### src/rtl/fifo_pkg.sv
// Shared FIFO types and defaults.
// Used by the FIFO and its read controller.
package fifo_pkg;

  typedef enum logic [1:0] {
    IDLE,
    READ,
    DRAIN,
    FINISH
  } state_t;

  localparam int SKID_DEPTH = 3;
  localparam int DATA_WIDTH = 4;
  localparam int CNT_WIDTH  = 8;

  // Advance a skid pointer, wrapping 2 -> 0.
  function automatic logic [1:0] ptr_inc(
    input logic [1:0] p
  );
    return (p == 2'd2) ? 2'd0 : p + 2'd1;
  endfunction

endpackage

### src/rtl/skid_buf3.sv
// 3-entry circular skid buffer.
// Absorbs the FIFO's registered read latency.
module skid_buf3
  import fifo_pkg::*;
#(
  parameter int data_width = DATA_WIDTH
) (
  input  logic                  i_clk,
  input  logic                  i_rst,
  input  logic                  i_push,
  input  logic [data_width-1:0] i_din,
  input  logic                  i_pop,
  output logic [data_width-1:0] o_dout,
  output logic [1:0]            o_occ
);

  logic [data_width-1:0] r_mem [SKID_DEPTH];
  logic [1:0]            r_wptr;
  logic [1:0]            r_rptr;
  logic [1:0]            r_occ;

  // Storage, pointers and occupancy; push+pop keeps occ.
  always_ff @(posedge i_clk) begin
    if (i_rst) begin
      for (int i = 0; i < SKID_DEPTH; i++) begin
        r_mem[i] <= '0;
      end
      r_wptr <= '0;
      r_rptr <= '0;
      r_occ  <= '0;
    end else begin
      if (i_push) begin
        r_mem[r_wptr] <= i_din;
        r_wptr        <= ptr_inc(r_wptr);
      end
      if (i_pop) begin
        r_rptr <= ptr_inc(r_rptr);
      end
      unique case ({i_push, i_pop})
        2'b10:   r_occ <= r_occ + 2'd1;
        2'b01:   r_occ <= r_occ - 2'd1;
        default: r_occ <= r_occ;
      endcase
    end
  end

  assign o_dout = r_mem[r_rptr];
  assign o_occ  = r_occ;

endmodule

### src/rtl/fifo_reader.sv
// Read-side controller for the single-clock FIFO.
// Drains a burst into a valid/ready stream.
module fifo_reader
  import fifo_pkg::*;
#(
  parameter int data_width = DATA_WIDTH,
  parameter int cnt_width  = CNT_WIDTH
) (
  input  logic                  clk,
  input  logic                  rst,
  input  logic                  start,
  input  logic [cnt_width-1:0]  burst_len,
  input  logic                  fifo_empty,
  output logic                  fifo_re,
  input  logic [data_width-1:0] fifo_rdata,
  output logic                  m_valid,
  input  logic                  m_ready,
  output logic [data_width-1:0] m_data,
  output logic                  busy,
  output logic                  done
);

  state_t               r_state;
  state_t               w_next;
  logic [cnt_width-1:0] r_len;
  logic [cnt_width-1:0] r_remaining;
  logic [cnt_width-1:0] r_delivered;
  logic [cnt_width-1:0] w_dlv_nx;
  logic                 r_inflight;
  logic [1:0]           w_occ;
  logic [2:0]           w_fill;
  logic                 w_room;
  logic                 w_xfer;
  logic                 w_re;

  skid_buf3 #(
    .data_width(data_width)
  ) u_skid (
    .i_clk  (clk),
    .i_rst  (rst),
    .i_push (r_inflight),
    .i_din  (fifo_rdata),
    .i_pop  (w_xfer),
    .o_dout (m_data),
    .o_occ  (w_occ)
  );

  assign w_fill   = {1'b0, w_occ} + {2'b00, r_inflight};
  assign w_room   = w_fill < 3'(SKID_DEPTH);
  assign m_valid  = (w_occ != 2'd0);
  assign w_xfer   = m_valid && m_ready;
  assign w_dlv_nx = r_delivered + cnt_width'(1);
  assign fifo_re  = w_re;

  // State register.
  always_ff @(posedge clk) begin
    if (rst) begin
      r_state <= IDLE;
    end else begin
      r_state <= w_next;
    end
  end

  // Next state, read enable and status outputs.
  always_comb begin
    w_next = r_state;
    w_re   = 1'b0;
    busy   = 1'b1;
    done   = 1'b0;
    unique case (r_state)
      IDLE: begin
        busy = 1'b0;
        if (start) begin
          w_next = (burst_len != '0) ? READ : FINISH;
        end
      end
      READ: begin
        w_re = !fifo_empty && w_room &&
               (r_remaining != '0);
        if (w_re && r_remaining == cnt_width'(1)) begin
          w_next = DRAIN;
        end
      end
      DRAIN: begin
        if (w_xfer && w_dlv_nx == r_len) begin
          w_next = FINISH;
        end
      end
      FINISH: begin
        done   = 1'b1;
        w_next = IDLE;
      end
      default: w_next = IDLE;
    endcase
  end

  // Burst counters and the read-latency tracker.
  always_ff @(posedge clk) begin
    if (rst) begin
      r_len       <= '0;
      r_remaining <= '0;
      r_delivered <= '0;
      r_inflight  <= 1'b0;
    end else begin
      r_inflight <= w_re;
      if (r_state == IDLE) begin
        if (start) begin
          r_len       <= burst_len;
          r_remaining <= burst_len;
          r_delivered <= '0;
        end
      end else begin
        if (w_re) begin
          r_remaining <= r_remaining - cnt_width'(1);
        end
        if (w_xfer) begin
          r_delivered <= w_dlv_nx;
        end
      end
    end
  end

endmodule
### config.mk
export PLATFORM = sky130hd
export DESIGN_NAME = fifo_reader
export DESIGN_NICKNAME = d
export VERILOG_FILES = /design/src/rtl/fifo_pkg.sv /design/src/rtl/skid_buf3.sv /design/src/rtl/fifo_reader.sv
export SDC_FILE = /design/constraint.sdc
export NUM_CORES = 1
export LEC_CHECK = 0
export BUFFER_PORTS_ARGS = -buffer_cell sky130_fd_sc_hd__buf_2
export CAP_MARGIN = 10
export CORE_MARGIN = 2
export CORE_UTILIZATION = 45
export DETAILED_ROUTE_END_ITERATION = 6
export HOLD_SLACK_MARGIN = 0.1
export MAX_ROUTING_LAYER = met4
export PLACE_DENSITY = 0.61
export SLEW_MARGIN = 20
export SYNTH_ARGS = -nofsm -noshare
export SYNTH_HDL_FRONTEND = slang
export SYNTH_HIERARCHICAL = 1
export SYNTH_SLANG_ARGS = --single-unit
### constraint.sdc
create_clock -name clk -period 3 [get_ports clk]
set_clock_uncertainty 0.05 [all_clocks]
set_input_delay 0.6 -clock clk [delete_from_list [all_inputs] [get_ports clk]]
set_output_delay 0.6 -clock clk [all_outputs]
set_load 0.1 [all_outputs]
==> out/results.ini <==
[placed_design]
place_ws_ns=0.493
dp_hpwl_um=4180
portBuffers=24
gp_congestion=0.833

[die]
io_pins=25
fp.dieArea_sq_um=6810
initial_core_util_pct=46.6
coreArea_sq_um=5960
fp-row-count=28
die_h_um=82.5
die_w_um=82.5

[cts]
post_cts_resized=0
cts_buffers=5
h-tree-depth=2
cts_root_buf=clkbuf_8
tritoncts=built
clkTransAtPathRegs_ns=0.10
ctsHoldBuffers=0
cts.sinks=51
cts_setup_buffers=0
clock_latency_ns=0.30
cts.path.max_buffers=2

[sta]
slew_violations=0
setup-tns-final_ns=0
slew_headroom_pct=51.3
hold_viol=0
fin_crit_sh_pct=94.7
worst_pin_slew_ns=0.731
setup_ws_ns=0.160
timing.fmax_ghz=0.352
setup_viol_count_final=0
layout_min_cycle_time_ns=2.84
hold_ws_ns=0.420
rsz0062_at_grt=no

[cells_and_area]
drive_above_1_share_pct=16.1
diodes=0
fillers=566
multi_input_area_sq_um=1470
area.growth.synth_to_final_pct=9.47
nNetsFinal=350
seqCellArea_sq_um=1180
postLayoutCoreUtil_pct=51.0

[synthesis]
synth_top_area_share_pct=25.2
syn_avg_cell_area_sq_um=9.16
synthCells=303
yosysUniqueCellTypes=55
syn_nets=331
yosys.area.top_type=dfxtp_1
synth.area.top_cells=dfxtp_1 (25%), edfxtp_1 (17%), a21oi_1 (5.2%)
yosysWarnings=6
ys_seq_area_share_pct=42.6
netlist_area_sq_um=2780
synthArstFlopShare_pct=0
synth_edf_count=16
synth-main-ff-cell=dfxtp_1
ys_ff_latch=51

[critical_path]
cp.arrival_ns=2.19
end_kind=output pin
r2r_slack_ns=0.61
start_kind=register
path_class=register to output pin
cp_max_fo=5
worstPathRequired_ns=2.35

[power_and_ir_drop]
peakVddDrop_uv=396
power_frac_comb_pct=42.8
p_sw_share_pct=43.3
p_leak_nw=1.15
pwr-share-clk_pct=18.0
p_int_w=0.00131
cellPowerDensity_nw_per_um2=758
p_switching_w=0.000998
seqPwrFrac_pct=39.1

[global_route]
grt_first_pass_wirelength_um=9560
track_usage_pct=18.9
grt-ovfl-total=0
grt_max_degree=40
grt_pass1_vias=1994
antenna_found_initial=0

[run]
drv_cap=0

[worst_hold_path]
hold_class=register to register

[routing]
drt-pass1-iter-count=4
drtIter0Drc=145
ant_nets=0
wire_per_inst_um=14.4
finalWirelength_um=5730
drc=0
vias_per_cell=5.39
vias=2146

[run_status]
outcome=finished, final reports clean

[final timing paths]
check,endpoint,from,cells past startpoint
setup / recovery,fifo_re,u_skid/o_occ[0]$_SDFFE_PP0P_,6
hold / removal,r_len[0]$_SDFFE_PP0P_,r_len[0]$_SDFFE_PP0P_,2
setup reg to reg,r_remaining[5]$_SDFFE_PP0P_,u_skid/o_occ[0]$_SDFFE_PP0P_,7
hold reg to reg,r_len[0]$_SDFFE_PP0P_,r_len[0]$_SDFFE_PP0P_,2
[registers in the layout (all words and copies together), names as in the netlist, named ones only]
name           flops
u_skid/r_rptr      2
r_delivered        8
r_len              8
u_skid/r_mem      16
u_skid/r_wptr      2
r_state            2
r_remaining        8
u_skid/o_occ       2
r_inflight         1
[layer usage]
layer	share of wire [%]	global-route usage, %
met2	47	30.0
met5	0	-
met4	1.0	4.43
met3	2.5	3.80
met1	49	25.0
[power by group through the flow]
stage | logic, W | registers (W) | clock network (W)
2_1_floorplan | 0.000812 | 0.000892 | 0
3_3_place_gp | 0.000982 | 0.000915 | 0
3_5_place_dp | 0.000986 | 0.000918 | 0
4_1_cts | 0.000987 | 0.000901 | 0.000437
5_1_grt | 0.00110 | 0.000920 | 0.000456
6_report | 0.000987 | 0.000901 | 0.000415
[cell usage after synthesis, types with 2 or more instances]
cell / instances
a211oi_1: 2
a211oi_2: 2
a21oi_1: 29
a31oi_1: 4
and2_1: 13
and3_1: 2
buf_2: 5
clkbuf_1: 7
clkbuf_8: 2
dfxtp_1: 35
edfxtp_1: 16
ha_1: 11
inv_1: 12
mux4_2: 4
nand2_1: 35
nand2b_1: 4
nand3_1: 5
nand4_1: 4
nor2_1: 29
nor2b_1: 3
nor3_1: 5
nor3b_1: 2
nor4_1: 2
o21a_1: 3
o21ai_0: 17
o21bai_1: 3
o31ai_1: 3
or3_1: 6
or4_1: 3
xnor2_1: 7
xor2_1: 4
[worst max-delay path, cell delays in order, from the launching register on]
cell and delay (ns):
dfxtp_1 0.37, ha_1 0.20, ha_1 0.28, a211o_1 0.29, a311o_2 0.39, inv_1 0.16
buf_12 0.19
[layout by cell type (no fill, tap or decap), drive strengths merged, types with 2 or more instances in the layout]
cell type  Yosys  final
and2          13     13
dfxtp         35     35
and3b          2      2
nor3b          2      2
and3           3      3
a21oi         30     30
nor4           3      3
a211oi         4      4
o31ai          3      3
nand4          4      4
xor2           4      4
o21a           3      3
inv           12     14
nand3          6      6
o21ai         18     18
or4            3      3
nand2b         4      4
nor2          29     29
xnor2          7      7
buf            5     27
nor2b          3      3
nand2         35     35
edfxtp        16     16
mux4           4      4
nor3           5      5
o21bai         3      3
or3            6      6
a31oi          4      4
ha            11     11
clkbuf        10      5
[cells by family (layout without fill, tap and decap cells)]
family	after synthesis	after routing	share of synthesized area [%]
buffers and inverters	27	47	4.64
muxes	5	5	3.61
xor gates and xnor gates	11	11	3.47
DFF	51	51	42.6
adders and majority gates	11	11	4.96
and+or+nand+nor	122	122	22.7
AOI/OAI and AO/OA	76	76	18.0
[per-stage QoR]
step	instance area [sq um]	cells	power (W)
floorplan	2780	303	0.00170
global placement	2940	390	0.00190
detailed placement	2940	390	0.00190
CTS	3040	398	0.00233
global route	3040	398	0.00248
finish	3040	398	0.00230
[area by class of cell]
class | count | area share, %
multi-input cells | 225 | 48.2
flip-flops and latches | 51 | 38.9
repair buffers | 27 | 5.19
clock inverters | 3 | 0.865
clock buffers | 5 | 2.27
well taps | 75 | 3.09
inverters | 12 | 1.48
Power figures use the tool's default switching activity.
